<file path="config.mk">
export PLATFORM = sky130hd
export DESIGN_NAME = cmip_bus_sync_tx
export DESIGN_NICKNAME = d
export VERILOG_FILES = /design/src/rtl/cmip_pkg.sv /design/src/rtl/cmip_bus_sync_tx_sync.sv /design/src/rtl/cmip_bus_sync_tx.sv
export SDC_FILE = /design/constraint.sdc
export NUM_CORES = 1
export LEC_CHECK = 0
export CAP_MARGIN = 10
export CORE_MARGIN = 2
export CORE_UTILIZATION = 39
export DETAILED_ROUTE_END_ITERATION = 16
export GPL_TIMING_DRIVEN = 0
export PLACE_DENSITY_LB_ADDON = 0.2
export SLEW_MARGIN = 20
export SYNTH_ARGS = -nofsm -noshare
export SYNTH_HDL_FRONTEND = slang
export SYNTH_SLANG_ARGS = --single-unit
</file>
<file path="constraint.sdc">
create_clock -name i_src_clk -period 1.5 [get_ports i_src_clk]
set_input_delay 0.375 -clock i_src_clk [delete_from_list [all_inputs] [get_ports i_src_clk]]
set_output_delay 0.375 -clock i_src_clk [all_outputs]
set_load 0.01 [all_outputs]
</file>
<file path="src/rtl/cmip_pkg.sv">
// Shared types and constants for the cmip bus synchronizer transmit end.
package cmip_pkg;

  // Transmit FSM states; encodings are fixed so they read the same in any dump.
  typedef enum logic [1:0] {
    IDLE     = 2'd0,
    SETUP    = 2'd1,
    WAIT_ACK = 2'd2
  } state_e;

  // An ack synchronizer shallower than this does not give metastability settling time.
  localparam int MIN_BUS_DELAY = 2;

  // Width of a counter that must be able to hold the value cyc; never narrower than 1.
  function automatic int cnt_width(input int cyc);
    int w;
    w = $clog2(cyc + 1);
    return (w < 1) ? 1 : w;
  endfunction

endpackage

</file>
<file path="src/rtl/cmip_bus_sync_tx_sync.sv">
// Multi-flop level synchronizer cell. The input is asynchronous to i_clk and
// goes straight into the first flop with no logic in front of it.
module cmip_bus_sync_tx_sync #(
  parameter int DATA_WDTH = 1,
  parameter int BUS_DELAY = 2
) (
  input  logic                 i_clk,
  input  logic                 i_rst,
  input  logic [DATA_WDTH-1:0] i_d,
  output logic [DATA_WDTH-1:0] o_q
);

  logic [BUS_DELAY-1:0][DATA_WDTH-1:0] stage_q;

  // Shift the asynchronous level through BUS_DELAY flops; stage 0 samples i_d directly.
  always_ff @(posedge i_clk) begin
    if (i_rst) begin
      stage_q <= '0;
    end else begin
      stage_q <= {stage_q[BUS_DELAY-2:0], i_d};
    end
  end

  assign o_q = stage_q[BUS_DELAY-1];

endmodule

</file>
<file path="src/rtl/cmip_bus_sync_tx.sv">
// Transmit end of the two-phase req/ack toggle bus synchronizer. A word is
// captured on a valid/ready handshake, held on o_bus_data, and announced one
// cycle later by flipping o_req_toggle. The transfer completes once the
// returned ack level, synchronized locally, equals the req level.
module cmip_bus_sync_tx
  import cmip_pkg::*;
#(
  parameter int DATA_WDTH   = 32,
  parameter int BUS_DELAY   = 2,
  parameter int TIMEOUT_CYC = 1024
) (
  input  logic                 i_src_clk,
  input  logic                 i_src_rst,
  input  logic                 i_valid,
  output logic                 o_ready,
  input  logic [DATA_WDTH-1:0] i_data,
  output logic [DATA_WDTH-1:0] o_bus_data,
  output logic                 o_req_toggle,
  input  logic                 i_ack_toggle,
  output logic                 o_done,
  output logic                 o_timeout
);

  localparam int             CNT_W      = cnt_width(TIMEOUT_CYC);
  localparam logic [CNT_W-1:0] CNT_MAX  = '1;
  localparam logic [CNT_W-1:0] TO_VAL   = CNT_W'(TIMEOUT_CYC);
  localparam bit             TIMEOUT_EN = (TIMEOUT_CYC != 0);

  // A shallow synchronizer would defeat the purpose of the ack path; stop elaboration.
  generate
    if (BUS_DELAY < MIN_BUS_DELAY) begin : g_bad_bus_delay
      $error("cmip_bus_sync_tx: BUS_DELAY must be at least %0d", MIN_BUS_DELAY);
    end
  endgenerate

  state_e               state_q;
  logic                 ready_q;
  logic                 done_q;
  logic                 req_q;
  logic                 timeout_q;
  logic [DATA_WDTH-1:0] bus_q;
  logic [CNT_W-1:0]     cnt_q;
  logic [CNT_W-1:0]     cnt_d;
  logic                 ack_sync;

  cmip_bus_sync_tx_sync #(
    .DATA_WDTH (1),
    .BUS_DELAY (BUS_DELAY)
  ) u_ack_sync (
    .i_clk (i_src_clk),
    .i_rst (i_src_rst),
    .i_d   (i_ack_toggle),
    .o_q   (ack_sync)
  );

  // Saturating next value of the WAIT_ACK cycle counter.
  always_comb begin
    cnt_d = cnt_q;
    if (cnt_q != CNT_MAX) begin
      cnt_d = cnt_q + CNT_W'(1);
    end
  end

  // Transfer FSM with registered handshake, data, req, done and timeout outputs.
  always_ff @(posedge i_src_clk) begin
    if (i_src_rst) begin
      state_q   <= IDLE;
      ready_q   <= 1'b1;
      done_q    <= 1'b0;
      req_q     <= 1'b0;
      timeout_q <= 1'b0;
      bus_q     <= '0;
      cnt_q     <= '0;
    end else begin
      done_q <= 1'b0;
      case (state_q)
        IDLE: begin
          // Ack level is deliberately not looked at here: a toggle from dst now is ignored.
          if (i_valid) begin
            bus_q   <= i_data;
            ready_q <= 1'b0;
            state_q <= SETUP;
          end
        end
        SETUP: begin
          // Data has been stable for one cycle before req moves.
          req_q   <= ~req_q;
          state_q <= WAIT_ACK;
        end
        WAIT_ACK: begin
          if (ack_sync == req_q) begin
            state_q   <= IDLE;
            ready_q   <= 1'b1;
            done_q    <= 1'b1;
            cnt_q     <= '0;
            timeout_q <= 1'b0;
          end else begin
            cnt_q <= cnt_d;
            // Timeout only flags a slow dst; the transfer keeps waiting.
            if (TIMEOUT_EN && (cnt_d >= TO_VAL)) begin
              timeout_q <= 1'b1;
            end
          end
        end
        default: begin
          state_q <= IDLE;
          ready_q <= 1'b1;
        end
      endcase
    end
  end

  assign o_ready      = ready_q;
  assign o_done       = done_q;
  assign o_req_toggle = req_q;
  assign o_timeout    = timeout_q;
  assign o_bus_data   = bus_q;

endmodule
</file>
==> Word-level counts from Yosys, hierarchy flattened <==
Index checks and enable logic that the tools add are counted.
{ "totals": {"word_cells": 38, "input_bits": 36, "output_inout_bits": 36, "reg_bits": 51} }
{ "classes": {"bitwise_logic": 3, "n_eq_ne": 6, "add_sub_neg": 1, "reduce_logical": 7, "n_lt_le_gt_ge": 1, "n_mux": 11} }
{ "op_table": {"columns": ["cell", "n"], "rows": [
  ["$mux 11", 2],
  ["$add 11x1->11 const B", 1],
  ["$ge 11x11->1 const B", 1],
  ["$ne 11x11->1 const B", 1],
  ["$pmux 2 s3", 1],
  ["$reduce_and 2->1", 3],
  ["$mux 1", 5],
  ["$mux 2", 2],
  ["$ne 2x2->1 const B", 2],
  ["$not 1->1", 3],
  ["$pmux 1 s3", 1],
  ["$reduce_and 3->1", 1],
  ["$eq 2x1->1 const B", 1],
  ["$eq 2x2->1 const B", 1],
  ["$logic_not 2->1", 1],
  ["$reduce_bool 2->1", 1],
  ["$reduce_or 2->1", 1],
  ["$eq 1x1->1", 1]
]} }

==> Logic depth before layout (Yosys ltp) <==
{ "logic_depth": {"word_depth": 5, "depth_mapped": 6, "depth_no_buf": 5} }

==> Modules after synthesis <==
From an unflattened synthesis, not the netlist that was laid out.
{ "hier_totals": {"hier_cells": 236, "hier_area_um2": 1974.4} }
{ "by_module_without_submodules": {"columns": ["mod", "seq_area_each_um2", "instances", "cells_each", "area_per_inst_um2"], "rows": [
  ["cmip_bus_sync_tx", 980.9, 1, 232, 1921.8],
  ["cmip_bus_sync_tx_sync", 40.0, 1, 4, 52.6]
]} }

==> Worst setup path after synthesis <==
No wires, ideal clock.
{ "synth_path": {"path_type": "register -> register", "start": "reg cnt_q[0]", "end": "reg cnt_q[5]", "path_buffers": 0, "setup_ns": 0.070, "t_arrival_ns": 1.349, "required_ns": 1.430, "synth_period_minus_slack_ns": 1.419, "path_stages_with_launch": 6, "setup_slack_ns": 0.081, "cell_sequence": "dfxtp_1 ha_1 nand4_1 o31ai_4 or4_1 a21oi_1"} }
{ "synth_between": {"elab_chain_cells": 3, "word_cells_on_any_way": 4, "cone_classes": "add/sub: 1; eq/ne: 1; mux: 2"} }
{ "synth_lines": {"columns": ["element", "line", "source"], "rows": [
  ["from (decl)", "cmip_bus_sync_tx.sv:42", "logic [CNT_W-1:0] cnt_q;"],
  ["from (signal assigned)", "cmip_bus_sync_tx.sv:98", "cnt_q <= cnt_d;"],
  ["$add 11x1->11 or $ne 11x11->1 (tied branches)", "cmip_bus_sync_tx.sv:60, cmip_bus_sync_tx.sv:59", null],
  ["$mux 11 (*)", "cmip_bus_sync_tx.sv:59", "if (cnt_q != CNT_MAX) begin"],
  ["$mux 11 (*)", "cmip_bus_sync_tx.sv:91", "if (ack_sync == req_q) begin"]
]} }
Mark *: on every way between the ends. The rest lies on a longest branch, timed or not.
A chain may end at the register's enable or synchronous reset.

==> Worst setup path in the final report <==
Ends and elaborated chain as after synthesis.

==> metrics.cfg <==
[route]
drc = 0
wl_per_cell_um = 12.06
wl_met1_um = 2029
first_iter_violations = 64
via_per_inst = 4.775
drtAntennaViolNets = 0
highest_layer = met4
wl_um = 4654
first_pass_iters = 4
dr_wl_met2_um = 2292
met3_length_um = 278
vias = 1843

[logic_synthesis]
synth_warnings = 0
synth-main-ff-cell = dfxtp_1
syn_inst = 236
ys_ff_latch = 51
synth_edf_count = 0
netlist.area_leader.share_pct = 52.24
yosys-top-cells-area = dfxtp_1 52%, nand2_1 13%, a21oi_1 10%
yosysSeqAreaShare_pct = 52.24
avgSynthCellArea_sq_um = 8.281
synth_area_sq_mm = 0.001954
synthArstFlopShare_pct = 0
synth_nets = 273
yosysUniqueCellTypes = 33
synthDominantAreaCellType = dfxtp_1

[sta]
finalCritPeriodShare_pct = 100.8
max_clock_freq_mhz = 661.4
hold_ws_ns = 0.4084
setup_ws_ns = -0.01186
finClkSkew_ns = 0.006223
worstMarginPinSlew_ns = 0.4968
period_needed_ns = 1.512
finalSetupViolCount = 1
finalHoldViolations = 0
max_slew_margin_pct = 66.88
rsz0062_at_grt = yes
slew_violations = 0

[grt]
grt.total_usage_pct = 17.49
grt_pass1_wl_um = 7541
gr-total-overflow = 0
grt_antenna_before_repair = 0
grt_max_degree = 15
grt_pass1_vias = 1742

[floorplanning]
die_x_um = 74.79
start_util_pct = 40.84
ios = 72
coreArea_sq_mm = 0.004786
rows = 25
die_area_sq_mm = 0.005594
fp.dieH_um = 74.79

[final_layout]
n_antenna_cell = 0
layout_commonest_cell = nand2_1
area_growth_pct = 47.50
layout_common_cells = 67 x nand2_1, 45 x dfxtp_1, 40 x a21oi_1, 36 x dlygate4sd2_1, 34 x clkdlybuf4s50_1
utilization_pct = 60.24
layout.nets = 355
drive_gt1_share_pct = 11.91
final_cell_area_sq_mm = 0.002883

[run]
maxCapViolCount = 0

[critical_path]
critPathArrivalTime_ns = 1.75
r2r_cells = 6
start_kind = register
cp.required_ns = 1.74
critical_path_class = register to register
end_kind = register
r2r_slack_ns = -0.01
reg2reg_to = cnt_q[5]
crit_fanout = 4
cp-startpoint = cnt_q[0]
reg2reg_from = cnt_q[0]

[worst_hold_path]
worstHoldStart = i_src_rst
holdPathStages = 2
holdPathEnd = u_ack_sync.o_q
worst_hold_path_type = input port to register

[pwr]
ir_drop_mv = 0.5777
powerDensity_mw_per_mm2 = 907.6
leakage_nw = 1.181
power_mw = 2.617

[run_status]
status = complete, but fails checks
violations = setup timing

[clocking]
cts_num_sinks = 51
clk_latency_ns = 0.30
htree_levels = 2
cts_buffers = 5
ctsHoldBuffers = 0
clkTransAtPathRegs_ns = 0.09
cts.path.max_buffers = 2
root_buffer = clkbuf_8
cts_tree = yes

[place]
gp_congestion = 0.7579
placed_area_sq_mm = 0.002739
hpwl_um = 3343
numPortBuffers = 70

[metal layers]
metal  up-vias  global-route usage, %
li1        965                      -
met1       827                  21.53
met2        44                  29.11
met3         7                  5.489
met4         0                  5.952
met5         -                      0
[registers in the layout, summed over array words and instances (netlist names)]
signal	flops
u_ack_sync.o_q	1
state_q	2
o_timeout	1
u_ack_sync.stage_q	1
o_ready	1
o_done	1
cnt_q	11
o_bus_data	32
o_req_toggle	1
[critical path, stage by stage, from the launching register on]
cell	delay, ns
dfxtp_2	0.35
ha_4	0.16
nand4_1	0.19
o31ai_4	0.08
buf_6	0.13
or4_4	0.41
a21oi_2	0.14
[repair_timing]
item                                    CTS  global route
setup buffers                             6             0
endpoints found under the setup margin   73            39
gates resized for setup                  46            15
pin swaps                                 3             4
[worst max-delay path by stage]
stage,to,slack (ns),cells past startpoint
after CTS,cnt_q[5],0.003,6
after global placement,o_bus_data[14],-0.38,6
after floorplan,cnt_q[5],0.08,5
after global routing,cnt_q[5],-0.05,6
after detailed placement,o_bus_data[12],-0.42,6
final,cnt_q[5],-0.01,6
[logic make-up after synthesis]
kind of cell / share of synthesized area, %
adders and majority gates: 0.6401
AOI/OAI and AO/OA: 17.73
and+or+nand+nor: 25.16
xor gates and xnor gates: 0.8965
buffers and inverters: 3.329
DFF: 52.24
[final cells by class]
cell class              instances  area (sq um)
flip-flops and latches         51          1028
repair buffers                 76         704.4
well taps                      67         83.83
fillers                       456          1903
clock inverters                 1         5.005
multi-input cells             171         910.9
plain buffers                  12         70.07
clock buffers                   7         76.32
inverters                       1         3.754
[report_power, final]
| part | internal, mW | switching, mW | total, mW |
|---|---|---|---|
| logic | 0.217 | 0.195 | 0.412 |
| clock network | 0.328 | 0.420 | 0.748 |
| registers | 1.42 | 0.0351 | 1.46 |
| total | 1.97 | 0.651 | 2.62 |
[cells in the mapped netlist (2+ instances only)]
library cell   n
nor2b_1        2
a211oi_1       3
a31oi_1        3
a21oi_1       41
nand2b_1       4
o21ai_0        7
o21a_1         3
dfxtp_1       51
clkbuf_1       8
buf_2          4
or2_2          2
nor2_1         9
nor3_1         5
nand2_1       68
nand3_1        5
or3_1          3
or4_1          2
[per-stage QoR]
step | cells | TNS, ns | worst slack [ns]
5_1_grt | 386 | -0.1685 | -0.04725
3_5_place_dp | 373 | -12.14 | -0.4237
4_1_cts | 386 | 0 | 0.003005
2_1_floorplan | 236 | 0 | 0.08094
3_3_place_gp | 373 | -11.32 | -0.3797
6_report | 386 | -0.01186 | -0.01186
Power figures use the tool's default switching activity.
